### src/rtl/dpsk_frame_sync.sv
// dpsk_frame_sync: sync-word hunter (polarity-correcting, error-tolerant), length-framed payload parser and commit-on-accept FIFO.
// Optional checksum byte after the payload is enabled by defining DPSK_CHKSUM_EN.
module dpsk_frame_sync #(
    parameter int                SYNC_W     = 16,
    parameter logic [SYNC_W-1:0] SYNC_WORD  = 16'hEB90,
    parameter int                MAX_ERR    = 1,
    parameter int                MAX_LEN    = 64,
    parameter int                FIFO_DEPTH = 128
) (
    input  logic       sys_clk,
    input  logic       rst_n,
    input  logic       bit_data,
    input  logic       bit_vld,
    output logic [7:0] out_data,
    output logic       out_vld,
    input  logic       out_ready,
    output logic       locked,
    output logic       polarity,
    output logic       frame_ok,
    output logic       frame_err
);
    localparam int AW = $clog2(FIFO_DEPTH);
    localparam int CW = $clog2(SYNC_W);
    typedef enum logic [2:0] {HUNT, LEN, PAY, CHK, COMMIT} state_t;
    state_t            r_state;
    logic [SYNC_W-1:0] r_sreg, w_sreg;
    logic [CW-1:0]     r_seen;
    logic [2:0]        r_bcnt;
    logic [7:0]        r_byte, r_cnt, r_sum, w_byte;
    logic [AW:0]       r_wp_t, r_wp_c, r_rp, w_used, w_free;
    logic [7:0]        r_mem [FIFO_DEPTH];
    logic              r_pol, r_locked, r_ok, r_err;
    logic              w_bit, w_done, w_judge, w_mn, w_mi, w_len_bad, w_abort;
    assign w_sreg    = {r_sreg[SYNC_W-2:0], bit_data};
    assign w_judge   = r_seen >= CW'(SYNC_W - 1);
    assign w_mn      = $countones(w_sreg ^ SYNC_WORD) <= MAX_ERR;
    assign w_mi      = $countones(w_sreg ^ ~SYNC_WORD) <= MAX_ERR;
    assign w_bit     = bit_data ^ r_pol;
    assign w_byte    = {r_byte[6:0], w_bit};
    assign w_done    = bit_vld && r_bcnt == 3'd7;
    assign w_used    = r_wp_t - r_rp;
    assign w_free    = (AW+1)'(FIFO_DEPTH) - w_used;
    assign w_len_bad = w_byte == 8'd0 || 32'(w_byte) > MAX_LEN || 32'(w_byte) > 32'(w_free);
    assign w_abort   = w_done && ((r_state == LEN && w_len_bad) || (r_state == CHK && w_byte != r_sum));
    assign out_vld   = r_wp_c != r_rp;
    assign out_data  = r_mem[r_rp[AW-1:0]];
    assign locked    = r_locked;
    assign polarity  = r_pol;
    assign frame_ok  = r_ok;
    assign frame_err = r_err;
    always_ff @(posedge sys_clk)
        if (r_state == PAY && w_done) r_mem[r_wp_t[AW-1:0]] <= w_byte;
    always_ff @(posedge sys_clk or negedge rst_n) begin
        if (!rst_n) begin
            r_state  <= HUNT;
            r_sreg   <= '0;
            r_seen   <= '0;
            r_bcnt   <= '0;
            r_byte   <= '0;
            r_cnt    <= '0;
            r_sum    <= '0;
            r_wp_t   <= '0;
            r_wp_c   <= '0;
            r_rp     <= '0;
            r_pol    <= 1'b0;
            r_locked <= 1'b0;
            r_ok     <= 1'b0;
            r_err    <= 1'b0;
        end else begin
            r_ok  <= 1'b0;
            r_err <= 1'b0;
            if (out_vld && out_ready) r_rp <= r_rp + 1'b1;
            if (bit_vld && r_state inside {LEN, PAY, CHK}) begin
                r_bcnt <= r_bcnt + 1'b1;
                r_byte <= w_byte;
            end
            case (r_state)
                HUNT: if (bit_vld) begin
                    r_sreg <= w_sreg;
                    r_seen <= w_judge ? r_seen : r_seen + 1'b1;
                    if (w_judge && (w_mn || w_mi)) begin
                        r_pol    <= !w_mn;
                        r_locked <= 1'b1;
                        r_state  <= LEN;
                    end
                end
                LEN: if (w_done && !w_len_bad) begin
                    r_cnt   <= w_byte;
                    r_sum   <= 8'd0;
                    r_state <= PAY;
                end
                PAY: if (w_done) begin
                    r_wp_t <= r_wp_t + 1'b1;
                    r_sum  <= r_sum + w_byte;
                    r_cnt  <= r_cnt - 8'd1;
`ifdef DPSK_CHKSUM_EN
                    if (r_cnt == 8'd1) r_state <= CHK;
`else
                    if (r_cnt == 8'd1) r_state <= COMMIT;
`endif
                end
                CHK: if (w_done && w_byte == r_sum) r_state <= COMMIT;
                default: begin
                    // a bit arriving now is the first bit of the next hunt
                    r_wp_c   <= r_wp_t;
                    r_ok     <= 1'b1;
                    r_locked <= 1'b0;
                    r_state  <= HUNT;
                    r_sreg   <= bit_vld ? {{(SYNC_W-1){1'b0}}, bit_data} : '0;
                    r_seen   <= bit_vld ? CW'(1) : '0;
                end
            endcase
            if (w_abort) begin
                r_wp_t   <= r_wp_c;
                r_err    <= 1'b1;
                r_locked <= 1'b0;
                r_sreg   <= '0;
                r_seen   <= '0;
                r_state  <= HUNT;
            end
        end
    end
endmodule
### config.mk
export PLATFORM = sky130hd
export DESIGN_NAME = dpsk_frame_sync
export DESIGN_NICKNAME = d
export VERILOG_FILES = /design/src/rtl/dpsk_frame_sync.sv
export SDC_FILE = /design/constraint.sdc
export NUM_CORES = 1
export LEC_CHECK = 0
export CAP_MARGIN = 20
export CORE_ASPECT_RATIO = 1.5
export CORE_MARGIN = 2
export CORE_UTILIZATION = 70
export CTS_BUF_LIST = sky130_fd_sc_hd__clkbuf_8
export CTS_CLUSTER_DIAMETER = 40
export CTS_CLUSTER_SIZE = 40
export DETAILED_ROUTE_END_ITERATION = 10
export PLACE_DENSITY = 0.93
export SLEW_MARGIN = 20
export SYNTH_ARGS = -nofsm -noshare
export SYNTH_HDL_FRONTEND = slang
export SYNTH_SLANG_ARGS = --single-unit
### constraint.sdc
create_clock -name sys_clk -period 12.6 [get_ports sys_clk]
set_input_delay 1.89 -clock sys_clk [delete_from_list [all_inputs] [get_ports sys_clk]]
set_output_delay 1.89 -clock sys_clk [all_outputs]
set_load 0.05 [all_outputs]
### Word level (Yosys, flattened, before mapping)

Memories as Yosys holds them, arrays and structs flattened.
Cells that the tools add are included.

* add/subtract/negate cells: 38
* reduce and logical (&&, ||, !) cells: 31
* multiplexer cells: 34
* bitwise gates (word level): 3
* equal/unequal tests: 18
* magnitude comparators: 5

Operators by type and width (number)
* $mux W8: 7
* $add A1 B1 Y2: 16
* $pmux W8 S2: 2
* $mux W15: 2
* $pmux W15 S2: 1
* $add A2 B2 Y3: 8
* $mux W3: 7
* $add A3 B3 Y4: 4
* $add A8 B1 Y8 const B: 2
* $ne A8 B8 Y1: 2
* $not A8 Y8: 2
* $mux W4: 3
* $ne A3 B3 Y1 const B: 4
* $pmux W3 S4: 1
* $reduce_and A3 Y1: 4
* $add A4 B4 Y5: 2
* $le A5 B1 Y1 const B: 2
* $logic_and A1 B1 Y1: 10
* $mux W1: 9
* $ne A3 B2 Y1 const B: 3
* $add A8 B8 Y8: 1
* $eq A8 B1 Y1 const B: 1
* $eq A8 B8 Y1: 1
* $gt A8 B7 Y1 const B: 1
* 25 further kinds: 34

* output and inout bits: 13
* memories: 1
* flip-flop bits (word level): 76
* word-level logic and storage cells: 144
* bits in writable memories: 1024

Memory list
* r_mem: words 128, bits a word 8, rd ports 1, clocked after memory_dff 0, wr ports 1, line 31 `logic [7:0] r_mem [FIFO_DEPTH];`

### Longest topological paths before layout

* depth after elaboration: 12
* mapped depth: 27
* depth with buffers taken out: 19

### Least setup slack after synthesis

No wires, ideal clock.

* path kind: input -> register
* from: input port bit_data
* to: register r_wp_t[0]
* required time: 12.475 ns
* buffers on the path: 1
* setup time: 0.125 ns
* arrival: 7.401 ns
* stages on the path: 11
* setup slack: 5.075 ns
* cell sequence: xor2_1 > inv_1 > ha_1 > nor2b_1 > o21a_1 > o21ai_0 > a211o_1 > nand3_1 > and2_1 > buf_4 > mux2_2

* cells in the longest elaborated chain, start to end: 9
* elaborated cells on any way between the ends: 15

RTL lines
* start, declared: line 12 `input logic bit_data,`
* $xor A1 B1 Y1 (*): line 38 `assign w_bit = bit_data ^ r_pol;`
* $gt A8 B7 Y1 / $logic_not A8 Y1 (equally long branches): line 43 `assign w_len_bad = w_byte == 8'd0 || 32'(w_byte) > MAX_LEN || 32'(w_byte) > 32'(w_free);`
* $logic_or A1 B1 Y1 (2 in a row): line 43
* $logic_and A1 B1 Y1: line 44 `assign w_abort = w_done && ((r_state == LEN && w_len_bad) || (r_state == CHK && w_byte != r_sum));`
* $logic_or A1 B1 Y1 (*): line 44
* $logic_and A1 B1 Y1 (*): line 44
* $reduce_bool A2 Y1 (no source line)
* $reduce_and A2 Y1 (no source line)
* end signal, assigned: line 93 `r_wp_t <= r_wp_t + 1'b1;`
* end signal, assigned: line 114 `r_wp_t <= r_wp_c;`
* end, declared: line 30 `logic [AW:0] r_wp_t, r_wp_c, r_rp, w_used, w_free;`

Every way passes the cells marked *; elsewhere a longest branch is shown, timed or not.
A chain may end at the register's enable or synchronous reset.

### Worst setup path in the final report

* from: register r_rp[0]
* to: output port out_data[3]

* cells in the longest elaborated chain, start to end: 1

RTL lines
* start, declared: line 30
* start signal, assigned: line 72 `if (out_vld && out_ready) r_rp <= r_rp + 1'b1;`
* $mem_v2 Z128 W8
* end, declared: line 14 `output logic [7:0] out_data,`

Every way passes these cells.

==> impl_summary.log <==
INFO  metric ctsHoldBuffers = 0
INFO  metric hold_path_end = r_bcnt[0]
INFO  metric synth-edff-count = 1024
INFO  metric synth_nets = 2405
INFO  metric syn_to_layout_area_delta = 6.28%
INFO  metric place_hpwl = 69200 um
INFO  metric rows = 113
INFO  metric postRouteWirelength = 115000 um
INFO  metric asyncSetResetFlopFracSynth = 0.0691
INFO  metric clock_tree.htree_level_count = 3
INFO  metric critical_path_peak_fanout = 45
INFO  metric final_cell_area = 47700 sq um
INFO  metric power_density = 199 nW/um^2
INFO  metric globalRouteOverflowTotal = 0
INFO  metric cts_tree = done
INFO  metric fin_crit = 8.24 ns
INFO  metric die_area = 66200 sq um
INFO  metric criticalPathCategory = register to primary output
INFO  metric cts_resized = 0
INFO  metric max-cap-violations = 0
INFO  metric synth_top_cells_by_area = edfxtp_1 (69%), mux4_2 (13%), dfrtp_1 (4.2%)
INFO  metric port_buffers = 17
INFO  metric multi_input_comb_area = 11300 sq um
INFO  metric core_region_area = 63300 sq um
INFO  metric final_layout_size_suffix_gt1_frac = 0.205
INFO  metric finalMaxSlewViolations = 0
INFO  metric run_status = completed
INFO  metric route.vias.total = 24800
INFO  metric rr_endpoint = r_wp_t[0]
INFO  metric max-clock-path-buffers = 3
INFO  metric detail_route.vias_per_cell = 7.71
INFO  metric boundaryPins = 18
INFO  metric timing.slew.headroom = 0.221
INFO  metric critical_path.reg2reg.startpoint = r_rp[1]
INFO  metric power_leakage = 15.6 nW
INFO  metric synth.top_cell.area_share = 0.685
INFO  metric ant_nets = 0
INFO  metric crit_required = 10.71 ns
INFO  metric ys_warn_count = 0
INFO  metric timing.hold.worst.start = r_bcnt[0]
INFO  metric post_cts_setup_repair_buffer_count = 0
INFO  metric unrepaired_setup_endpoints_after_global_routing = no
INFO  metric number_of_antenna_violations_at_the_first_check_in_global_routing = 9
INFO  metric place_congestion = 0.864
INFO  metric syn_avg_cell_area = 19.2 sq um
INFO  metric final_hold_viol_count = 0
INFO  metric drt_pass1_iterations = 8
INFO  metric post_synth_num_cell_types = 62
INFO  metric layout.area.seq = 32700 sq um
INFO  metric synth-seq-cells = 1100
INFO  metric maximum_number_of_pins_on_one_net_before_global_route_repair = 137
INFO  metric synth_cells = 2333
INFO  metric synth.cell_area = 44900 sq um
INFO  metric timing.hold.worst.class = register to register
INFO  metric hold_depth = 1
INFO  metric max-vdd-ir-drop = 0.000408 V
INFO  metric fillers = 3045
INFO  metric drcViolationCount = 0
INFO  metric setup_viol = 0
INFO  metric r2r_cells = 18
INFO  metric first_pass_grt_wire_length = 169000 um
INFO  metric drt-initial-drc-count = 4438
INFO  metric chipHeight = 314 um
INFO  metric library_cell_with_the_largest_summed_area_after_synthesis = edfxtp_1
INFO  metric timing.critical_path.arrival = 6.35 ns
INFO  metric skew = 0.0491 ns
INFO  metric cp-end-kind = primary output
INFO  metric period_share = 0.654
INFO  metric timing.critical_path.from_type = register
INFO  metric ys_seq_area_frac = 0.728
INFO  metric tightestPinTransition = 1.17 ns
INFO  metric detailed_place.area = 45700 sq um
INFO  metric clk_pin_slew = 0.14 ns
INFO  metric floorplan.die.width = 211 um
INFO  metric clkLatencyLatePin = 0.81 ns
INFO  metric gr-usage-all-layers = 0.360
INFO  metric synthFlopType = edfxtp_1
INFO  metric cts_made_buffers = 80
INFO  metric cts_sink_count = 1100
INFO  metric initial_utilization = 0.709
INFO  metric detail_route.wl_per_cell = 35.8 um
INFO  metric reg2reg_setup_slack = 6.93 ns
INFO  metric grt_pass1_vias = 25400
INFO  metric layout.nets = 2418
INFO  metric cell_at_the_root_of_the_clock_tree = clkbuf_8
INFO  metric setup_tns = 0 ns
INFO  metric clock.fmax = 0.121 GHz
-- layout by cell type (no fill, tap or decap), types with 6 or more instances in the layout --
master,count
a32oi_1,10
clkinv_8,16
dfrtp_1,66
o21ai_0,33
nor2_1,181
a22o_1,11
a21o_1,8
inv_12,9
inv_6,9
clkbuf_8,82
nor4_1,9
nand3_1,30
clkdlybuf4s50_1,16
buf_4,32
nor3_1,25
o31ai_1,15
a22oi_1,47
xnor2_1,17
mux4_2,263
inv_1,67
clkinvlp_4,8
ha_1,45
mux2i_1,60
fa_1,22
o22ai_1,16
a21oi_1,43
dfrtp_4,9
nand2_1,67
and3_1,8
inv_8,6
nand4_1,7
a221oi_1,10
a2111oi_0,8
mux2_2,21
xor2_1,18
edfxtp_1,1024
-- sequential cells by signal, summed over array words and instances (netlist names) --
| name | cells |
|---|---|
| r_mem | 1024 |
| r_sreg | 15 |
| r_cnt | 8 |
| r_rp | 8 |
| r_sum | 8 |
| r_wp_c | 8 |
| r_wp_t | 8 |
| r_byte | 7 |
| r_seen | 4 |
| r_bcnt | 3 |
| r_state | 3 |
| frame_err | 1 |
| frame_ok | 1 |
| locked | 1 |
| polarity | 1 |
-- where the power goes --
part | internal [mW] | switching (mW)
clock | 0.757 | 1.34
sequential | 4.12 | 0.173
combinational | 1.16 | 1.95
total | 6.04 | 3.46
-- layer usage --
layer  up-vias  part of all wire  global-route usage
met3       650              0.12              0.0871
met2      2387              0.49               0.577
li1       9431                 -                   -
met1     12400              0.30               0.438
met4        10             0.088               0.255
met5         -           0.00059                   0
-- cell usage after synthesis (7+ instances only) --
cell / n
nor2_1: 183
edfxtp_1: 1024
a22o_1: 11
fa_1: 22
xor2_1: 19
and3_1: 8
mux2_2: 21
ha_1: 45
a2111oi_0: 8
a21oi_1: 43
nor4_1: 9
o31ai_1: 15
buf_1: 7
nand4_1: 7
a21o_1: 8
mux4_2: 263
a221oi_1: 10
nor3_1: 25
inv_1: 67
xnor2_1: 17
buf_2: 28
a32oi_1: 10
o22ai_1: 16
nand3_1: 30
buf_4: 15
a22oi_1: 47
nand2_1: 67
buf_6: 13
o21ai_0: 33
clkbuf_1: 59
mux2i_1: 60
dfrtp_1: 76
-- layout make-up --
class / instances / share of cell area
clock buffer: 82 / 0.0237
antenna: 4 / 0.000210
multi-input combinational: 1040 / 0.237
clock inverter: 67 / 0.0164
tap: 805 / 0.0211
sequential: 1100 / 0.685
inverter: 68 / 0.00535
timing repair buffer: 56 / 0.0108
-- critical path, stage by stage (launching register included) --
cell and delay, ns:
dfrtp_4 0.70, buf_4 0.75, buf_4 0.78, mux4_2 0.61, mux2i_1 0.78, o22ai_1 0.25, nor4_1 0.61, nor3_1 0.21
clkdlybuf4s50_1 0.75
-- per-stage QoR --
stage | setup slack [ns] | util | instances | power, mW | hold WS (ns)
2_1_floorplan | 5.07 | - | 2333 | 6.44 | 0.453
3_3_place_gp | 5.71 | 0.722 | 3066 | 7.19 | 0.467
3_5_place_dp | 5.60 | 0.722 | 3066 | 7.36 | 0.477
4_1_cts | 4.58 | 0.752 | 3215 | 9.39 | 0.500
5_1_grt | 4.15 | 0.753 | 3220 | 9.76 | 0.527
6_report | 4.36 | 0.753 | 3222 | 9.49 | 0.495
-- kinds of logic (layout without fill, tap and decap cells) --
kind of cell    after synthesis  after routing  share of synthesized area
flops                      1100           1100                      0.728
simple gates                358            358                     0.0346
mux                         344            344                      0.151
compound gates              235            235                     0.0365
buf+inv                     193            273                     0.0213
fa+ha+maj                    67             67                     0.0224
xor+xnor                     36             36                    0.00703
other cells                   0              4                          0
-- worst max-delay path by stage --
stage / from / end / cells past startpoint
after global placement: r_rp[0] / out_data[7] / 8
after detailed placement: r_rp[0] / out_data[5] / 9
after CTS: r_rp[0] / out_data[5] / 9
after global routing: r_rp[0] / out_data[3] / 8
after floorplan: bit_data / r_wp_t[0] / 11
final: r_rp[0] / out_data[3] / 8
Note: power is estimated with default switching activity, not from simulation.
